$ cat src/rtl/y86_pkg.sv
// Shared Y86-64 definitions: instruction codes, the "no register" code and
// the encoded length of each instruction class.
package y86_pkg;

   localparam logic [3:0] IHALT   = 4'h0;
   localparam logic [3:0] INOP    = 4'h1;
   localparam logic [3:0] IRRMOVQ = 4'h2;
   localparam logic [3:0] IIRMOVQ = 4'h3;
   localparam logic [3:0] IRMMOVQ = 4'h4;
   localparam logic [3:0] IMRMOVQ = 4'h5;
   localparam logic [3:0] IOPQ    = 4'h6;
   localparam logic [3:0] IJXX    = 4'h7;
   localparam logic [3:0] ICALL   = 4'h8;
   localparam logic [3:0] IRET    = 4'h9;
   localparam logic [3:0] IPUSHQ  = 4'hA;
   localparam logic [3:0] IPOPQ   = 4'hB;

   localparam logic [3:0] RNONE   = 4'hF;

   // Encoded size in bytes; zero marks an icode with no defined encoding.
   function automatic logic [3:0] instr_length(input logic [3:0] icode);
      case (icode)
         IHALT, INOP, IRET:              return 4'd1;
         IRRMOVQ, IOPQ, IPUSHQ, IPOPQ:   return 4'd2;
         IJXX, ICALL:                    return 4'd9;
         IIRMOVQ, IRMMOVQ, IMRMOVQ:      return 4'd10;
         default:                        return 4'd0;
      endcase
   endfunction

endpackage

$ cat src/rtl/instr_encoder_if.sv
// Instruction-in / byte-out bundle of the Y86-64 encoder. The slave view is
// the encoder itself; the master view is whoever feeds it and sinks bytes.
interface instr_encoder_if #(
   parameter int unsigned ADDR_W = 64
);

   logic              load_en;
   logic [ADDR_W-1:0] load_addr;

   logic              in_valid;
   logic              in_ready;
   logic [3:0]        icode;
   logic [3:0]        ifun;
   logic [3:0]        rA;
   logic [3:0]        rB;
   logic [63:0]       valC;

   logic              out_valid;
   logic              out_ready;
   logic [ADDR_W-1:0] out_addr;
   logic [7:0]        out_data;

   logic [ADDR_W-1:0] pc;
   logic              busy;
   logic              done;
   logic              func_error;

   modport master (
      output load_en, load_addr, in_valid, icode, ifun, rA, rB, valC, out_ready,
      input  in_ready, out_valid, out_addr, out_data, pc, busy, done, func_error
   );

   modport slave (
      input  load_en, load_addr, in_valid, icode, ifun, rA, rB, valC, out_ready,
      output in_ready, out_valid, out_addr, out_data, pc, busy, done, func_error
   );

endinterface

$ cat src/rtl/instr_len.sv
// Combinational length and legality decode for one Y86-64 instruction.
// Define INSTR_ENC_FUNC_CHECK_EN to also reject bad ifun / irmovq rA fields.
module instr_len
   import y86_pkg::*;
(
   input  logic [3:0] icode,
   input  logic [3:0] ifun,
   input  logic [3:0] rA,
   output logic [3:0] len,
   output logic       legal
);

   always_comb begin
      len   = instr_length(icode);
      legal = (len != 4'd0);
`ifdef INSTR_ENC_FUNC_CHECK_EN
      case (icode)
         IOPQ:          if (ifun > 4'd3) legal = 1'b0;
         IJXX, IRRMOVQ: if (ifun > 4'd6) legal = 1'b0;
         IIRMOVQ:       if (ifun != 4'd0 || rA != RNONE) legal = 1'b0;
         default:       if (ifun != 4'd0) legal = 1'b0;
      endcase
`endif
   end

`ifndef INSTR_ENC_FUNC_CHECK_EN
   logic unused_fields;
   assign unused_fields = ^{ifun, rA};
`endif

endmodule

$ cat src/rtl/instr_encoder.sv
// Y86-64 instruction encoder: accepts decoded fields, streams the
// little-endian byte image to instruction memory one byte per handshake.
// Optional field checking is enabled by INSTR_ENC_FUNC_CHECK_EN (see instr_len).
module instr_encoder
   import y86_pkg::*;
#(
   parameter int unsigned ADDR_W = 64
) (
   input  logic            clk,
   input  logic            rst_n,
   instr_encoder_if.slave  bus
);

   typedef enum logic {
      S_IDLE,
      S_EMIT
   } state_e;

   state_e            state;
   logic [ADDR_W-1:0] pc_q;
   logic [3:0]        idx_q;
   logic [3:0]        len_q;
   logic              has_reg_q;
   logic [3:0]        icode_q;
   logic [3:0]        ifun_q;
   logic [3:0]        rA_q;
   logic [3:0]        rB_q;
   logic [63:0]       valC_q;
   logic              func_error_q;

   logic [3:0]        dec_len;
   logic              dec_legal;
   logic              last_byte;
   logic [3:0]        voff;
   logic [2:0]        vsel;
   logic [7:0]        cur_byte;

   instr_len u_len (
      .icode (bus.icode),
      .ifun  (bus.ifun),
      .rA    (bus.rA),
      .len   (dec_len),
      .legal (dec_legal)
   );

   assign last_byte = (idx_q == len_q - 4'd1);

   always_ff @(posedge clk or negedge rst_n) begin
      if (!rst_n) begin
         state        <= S_IDLE;
         pc_q         <= '0;
         idx_q        <= '0;
         len_q        <= '0;
         has_reg_q    <= 1'b0;
         icode_q      <= '0;
         ifun_q       <= '0;
         rA_q         <= '0;
         rB_q         <= '0;
         valC_q       <= '0;
         func_error_q <= 1'b0;
      end else begin
         func_error_q <= 1'b0;
         case (state)
            S_IDLE: begin
               // A load in the same cycle as acceptance sets the base for that instruction.
               if (bus.load_en)
                  pc_q <= bus.load_addr;
               if (bus.in_valid) begin
                  if (dec_legal) begin
                     icode_q   <= bus.icode;
                     ifun_q    <= bus.ifun;
                     rA_q      <= bus.rA;
                     rB_q      <= bus.rB;
                     valC_q    <= bus.valC;
                     len_q     <= dec_len;
                     has_reg_q <= (dec_len == 4'd2) || (dec_len == 4'd10);
                     idx_q     <= '0;
                     state     <= S_EMIT;
                  end else begin
                     func_error_q <= 1'b1;
                  end
               end
            end
            S_EMIT: begin
               if (bus.out_ready) begin
                  pc_q <= pc_q + ADDR_W'(1);
                  if (last_byte) begin
                     idx_q <= '0;
                     state <= S_IDLE;
                  end else begin
                     idx_q <= idx_q + 4'd1;
                  end
               end
            end
            default: state <= S_IDLE;
         endcase
      end
   end

   // Byte mux: header, optional register byte, then valC low byte first.
   always_comb begin
      voff = has_reg_q ? 4'd2 : 4'd1;
      vsel = 3'(idx_q - voff);
      if (idx_q == 4'd0)
         cur_byte = {icode_q, ifun_q};
      else if (has_reg_q && idx_q == 4'd1)
         cur_byte = {rA_q, rB_q};
      else
         cur_byte = valC_q[{vsel, 3'b000} +: 8];
   end

   assign bus.in_ready   = (state == S_IDLE);
   assign bus.busy       = (state == S_EMIT);
   assign bus.out_valid  = (state == S_EMIT);
   assign bus.out_addr   = pc_q;
   assign bus.out_data   = cur_byte;
   assign bus.pc         = pc_q;
   assign bus.done       = (state == S_EMIT) && bus.out_ready && last_byte;
   assign bus.func_error = func_error_q;

endmodule

$ cat src/flat_wrapper.sv
// flat-port wrapper written by rule: the top's interface ports become plain ports
module instr_encoder_flat import y86_pkg::*;
#(
   parameter int unsigned ADDR_W = 64
)
  (clk, rst_n, bus_load_en, bus_load_addr, bus_in_valid, bus_icode, bus_ifun, bus_rA, bus_rB, bus_valC, bus_out_ready, bus_in_ready, bus_out_valid, bus_out_addr, bus_out_data, bus_pc, bus_busy, bus_done, bus_func_error);
  instr_encoder_if #(.ADDR_W(ADDR_W)) bus_i ();
  input  logic clk;
  input  logic rst_n;
  input wire logic [$bits(bus_i.load_en)-1:0] bus_load_en;
  input wire logic [$bits(bus_i.load_addr)-1:0] bus_load_addr;
  input wire logic [$bits(bus_i.in_valid)-1:0] bus_in_valid;
  input wire logic [$bits(bus_i.icode)-1:0] bus_icode;
  input wire logic [$bits(bus_i.ifun)-1:0] bus_ifun;
  input wire logic [$bits(bus_i.rA)-1:0] bus_rA;
  input wire logic [$bits(bus_i.rB)-1:0] bus_rB;
  input wire logic [$bits(bus_i.valC)-1:0] bus_valC;
  input wire logic [$bits(bus_i.out_ready)-1:0] bus_out_ready;
  output wire logic [$bits(bus_i.in_ready)-1:0] bus_in_ready;
  output wire logic [$bits(bus_i.out_valid)-1:0] bus_out_valid;
  output wire logic [$bits(bus_i.out_addr)-1:0] bus_out_addr;
  output wire logic [$bits(bus_i.out_data)-1:0] bus_out_data;
  output wire logic [$bits(bus_i.pc)-1:0] bus_pc;
  output wire logic [$bits(bus_i.busy)-1:0] bus_busy;
  output wire logic [$bits(bus_i.done)-1:0] bus_done;
  output wire logic [$bits(bus_i.func_error)-1:0] bus_func_error;
  assign bus_i.load_en = bus_load_en;
  assign bus_i.load_addr = bus_load_addr;
  assign bus_i.in_valid = bus_in_valid;
  assign bus_i.icode = bus_icode;
  assign bus_i.ifun = bus_ifun;
  assign bus_i.rA = bus_rA;
  assign bus_i.rB = bus_rB;
  assign bus_i.valC = bus_valC;
  assign bus_i.out_ready = bus_out_ready;
  assign bus_in_ready = bus_i.in_ready;
  assign bus_out_valid = bus_i.out_valid;
  assign bus_out_addr = bus_i.out_addr;
  assign bus_out_data = bus_i.out_data;
  assign bus_pc = bus_i.pc;
  assign bus_busy = bus_i.busy;
  assign bus_done = bus_i.done;
  assign bus_func_error = bus_i.func_error;
  instr_encoder #(.ADDR_W(ADDR_W)) u_core (.clk(clk), .rst_n(rst_n), .bus(bus_i));
endmodule
$ cat config.mk
export PLATFORM = sky130hd
export DESIGN_NAME = instr_encoder_flat
export DESIGN_NICKNAME = d
export VERILOG_FILES = /design/src/rtl/y86_pkg.sv /design/src/rtl/instr_encoder_if.sv /design/src/rtl/instr_len.sv /design/src/rtl/instr_encoder.sv /design/src/flat_wrapper.sv
export SDC_FILE = /design/constraint.sdc
export NUM_CORES = 1
export LEC_CHECK = 0
export CORE_MARGIN = 3
export CORE_UTILIZATION = 39
export DETAILED_ROUTE_END_ITERATION = 7
export DONT_BUFFER_PORTS = 1
export GPL_TIMING_DRIVEN = 0
export HOLD_SLACK_MARGIN = 0.1
export PLACE_DENSITY = 0.56
export SYNTH_ARGS = -nofsm -noshare
export SYNTH_HDL_FRONTEND = slang
export SYNTH_SLANG_ARGS = --single-unit
$ cat constraint.sdc
create_clock -name clk -period 4.3 [get_ports clk]
set_input_delay 0.645 -clock clk [delete_from_list [all_inputs] [get_ports clk]]
set_output_delay 0.645 -clock clk [all_outputs]
set_load 0.02 [all_outputs]
==> results.md <==
* Status: finished, final reports clean
* Seq cells post-synth at 154
* Sw frac at 47.4%
* First-pass GRT wire length at 45,600 um
* Max cap viols at 0
* Clk pwr share at 17.6%
* Critical R2R Capture: u_core.bus.out_addr[62]
* Unique masters post-synth at 58
* WP data arrival at 3.37 ns
* R2R cell count at 6
* I/O Buffers at 0
* Post-synth EDFFs at 0
* Initial core utilization at 39.9%
* Worst Setup End Kind: primary output
* # IOs at 290
* Setup violators final at 0
* Nets at 1,115
* Final hold vios at 0
* Layout cells sized above 1 at 23.1%
* Num CTS Buffers at 17
* Fin crit period at 4.02 ns
* Maximum vdd ir drop at 0.356 mV
* DR WL/cell at 23.5 um
* CTS tree: yes
* Vias per Instance at 5.95
* Die area at 0.0260 mm^2
* Critical Path RT at 3.65 ns
* CP Cell Sequence: inv_1 -> ha_1 -> inv_1 -> fa_1 -> xor2_1 -> mux2i_1 -> nand2_1 -> o21ai_0 -> o21ai_1
* Die Span Y at 161 um
* Mapped Area at 0.00939 mm^2
* Synthesized area per cell at 9.98 um^2
* Postcts setup bufs at 0
* Worst-Margin Slew at 1.32 ns
* Post-synth top area cell: dfrtp_1
* DIE WIDTH at 161 um
* Core box area at 0.0235 mm^2
* Cell mode on critical path: inv_1
* CP max FO at 8
* Sw power at 4220 uW
* RR Startpoint: u_core.bus.out_addr[8]
* GP Congestion at 0.883
* Pwr/cell area at 851 mW/mm^2
* Relative slew margins at 11.0%
* Vias post-DR at 7,703
* Synth async-reset ratio at 100%
* Highest-count cells in the layout ignoring fill and taps: dfrtp_1 (154), mux2_2 (84), nand2_1 (69)
* Initial DRC count at 653
* Clock skew at 0.0119 ns
* Most common cell after layout, fill and taps aside: dfrtp_1
* Later-pin clock latency in the skew report at 0.44 ns
* Total power at 8900 uW
* Hold WC Path Type: input port to asynchronous set/reset pin
* Antenna viol nets, final at 0
* Initial antenna violation count at 6
* Post-synth top area share at 41.0%
* Seq/Total Area, Yosys at 41.0%
* Post-Route WL at 30,400 um
* Fill cells at 2,322
* Worst R2R Setup Slack at 0.95 ns
* DRC Markers at 0
* Root Driver: clkbuf_16
* Int Pwr at 4680 uW
* YS warnings at 0
* Final-report max-slew violation count at 0
* Period Utilization, post-route at 93.4%
* Clk sink count at 154
* Critical path class: register to primary output
* Synthesized netlist cell count at 941
* Number of global-route vias before repair at 7,497
* Post-DP HPWL at 22,200 um
* Gr ovfl total at 0
* RSZ-0062 raised after global routing: no
* Combinational share of power at 46.0%
* Router iterations before antenna repair at 6
* Largest net degree at the start of global routing at 155
* All-Layer GR Usage at 22.9%
* Leak at 0.00438 uW
* Fmax at 0.249 GHz
* Slowest stage delay, CP at 0.85 ns
* Setup TNS at 0 ns
* Critical Path Start Type: register
* Syn_nets at 1,097
* Clock buffer depth at 2
* Slowest stage cell, crit path: xor2_1
* Critical Path Source: u_core.idx_q[0]
* CTS clk-pin slew, worst paths at 0.07 ns
* H-tree Lvls at 4
* Layout area overhead at 11.3%
* Top_reg_cell synth: dfrtp_1
* Largest cells by area after synthesis: dfrtp_1 (41%), mux2_2 (10%), buf_4 (5.3%), mux4_2 (3.8%), mux2i_1 (3.5%)
* FP Rows at 56
* Sequential share of power at 36.4%
[power groups by stage]
stage / registers [uW] / clock network [uW] / logic (uW)
floorplan: 2960 / 0 / 3340
global placement: 3240 / 0 / 4010
detailed placement: 3260 / 0 / 4050
CTS: 3240 / 1590 / 4110
global route: 3360 / 1650 / 4470
finish: 3240 / 1570 / 4090
[critical path, delay by kind of cell, from the launching register on]
family          cells  cell delay [ns]
xor+xnor            1             0.85
compound gates      2             0.52
fa+ha+maj           2             0.50
flops               1             0.47
mux                 1             0.29
buf+inv             2             0.16
simple gates        1             0.13
[registers in the layout (all words and copies together) (netlist names), 3 cells and up]
register             flops
u_core.bus.out_addr     64
u_core.icode_q           4
u_core.idx_q             4
u_core.ifun_q            4
u_core.len_q             3
u_core.rA_q              4
u_core.rB_q              4
u_core.valC_q           64
[how the worst max path moves through the flow]
stage	end	slack [ns]	cells after the start
after global routing	bus_out_data[5]	0.07	10
after CTS	bus_out_data[6]	0.02	11
after global placement	bus_out_data[5]	0.13	11
after detailed placement	bus_out_data[5]	0.15	11
after floorplan	bus_out_data[5]	0.96	11
final	bus_out_data[5]	0.28	9
[area by class of cell]
class / count / area, um^2 / area share, %
inverters: 22 / 82.6 / 0.790
well taps: 319 / 399 / 3.82
flip-flops and latches: 154 / 3850 / 36.9
repair buffers: 1 / 27.5 / 0.263
multi-input cells: 645 / 4750 / 45.5
plain buffers: 118 / 701 / 6.70
diodes: 4 / 10.0 / 0.0958
clock inverters: 15 / 198 / 1.89
clock buffers: 17 / 425 / 4.07
[metrics by stage]
| step | worst slack [ns] | area (um^2) | instances | utilization (%) | hold WS (ns) |
|---|---|---|---|---|---|
| floorplan | 0.960 | 9390 | 941 | - | 0.349 |
| global placement | 0.130 | 9790 | 1260 | 41.6 | 0.363 |
| detailed placement | 0.150 | 9800 | 1260 | 41.6 | 0.363 |
| CTS | 0.0192 | 10400 | 1293 | 44.4 | 0.270 |
| global route | 0.0720 | 10400 | 1293 | 44.4 | 0.299 |
| finish | 0.284 | 10500 | 1295 | 44.4 | 0.212 |
[per-layer routing]
metal / wire length (um) / share of wire (%) / GRT usage, % / up-vias
met5: 55 / 0.18 / 0 / -
met4: 435 / 1.4 / 5.36 / 8
met3: 2790 / 9.2 / 7.54 / 36
met2: 13700 / 45 / 35.2 / 354
met1: 13500 / 44 / 31.6 / 3846
li1: - / - / - / 3459
[cells by family after synthesis]
group | count (synthesis) | synth area share, %
and+or+nand+nor | 322 | 18.7
adders and majority gates | 7 | 1.01
buffers and inverters | 142 | 8.41
DFF | 154 | 41.0
muxes | 133 | 17.4
xor gates and xnor gates | 26 | 2.43
AOI/OAI and AO/OA | 157 | 11.0
[what timing repair did]
item                                    4_1_cts  5_1_grt
cloned                                        0        0
endpoints found under the setup margin        8        7
hold buffers                                  1        0
hold endpoints to repair                    154        0
resized for setup                             7        2
[cell usage after synthesis (20+ instances only)]
master / count
nor4_1: 20
dfrtp_1: 154
a21oi_1: 33
mux2i_1: 33
nor2_1: 53
o21ai_0: 36
mux2_2: 84
inv_1: 21
nand2_1: 69
buf_4: 66
clkbuf_1: 40
a211oi_1: 26
nor3_1: 27
nand3_1: 29
nand4_1: 46
nor2b_1: 23
(Power assumes the default switching activity.)
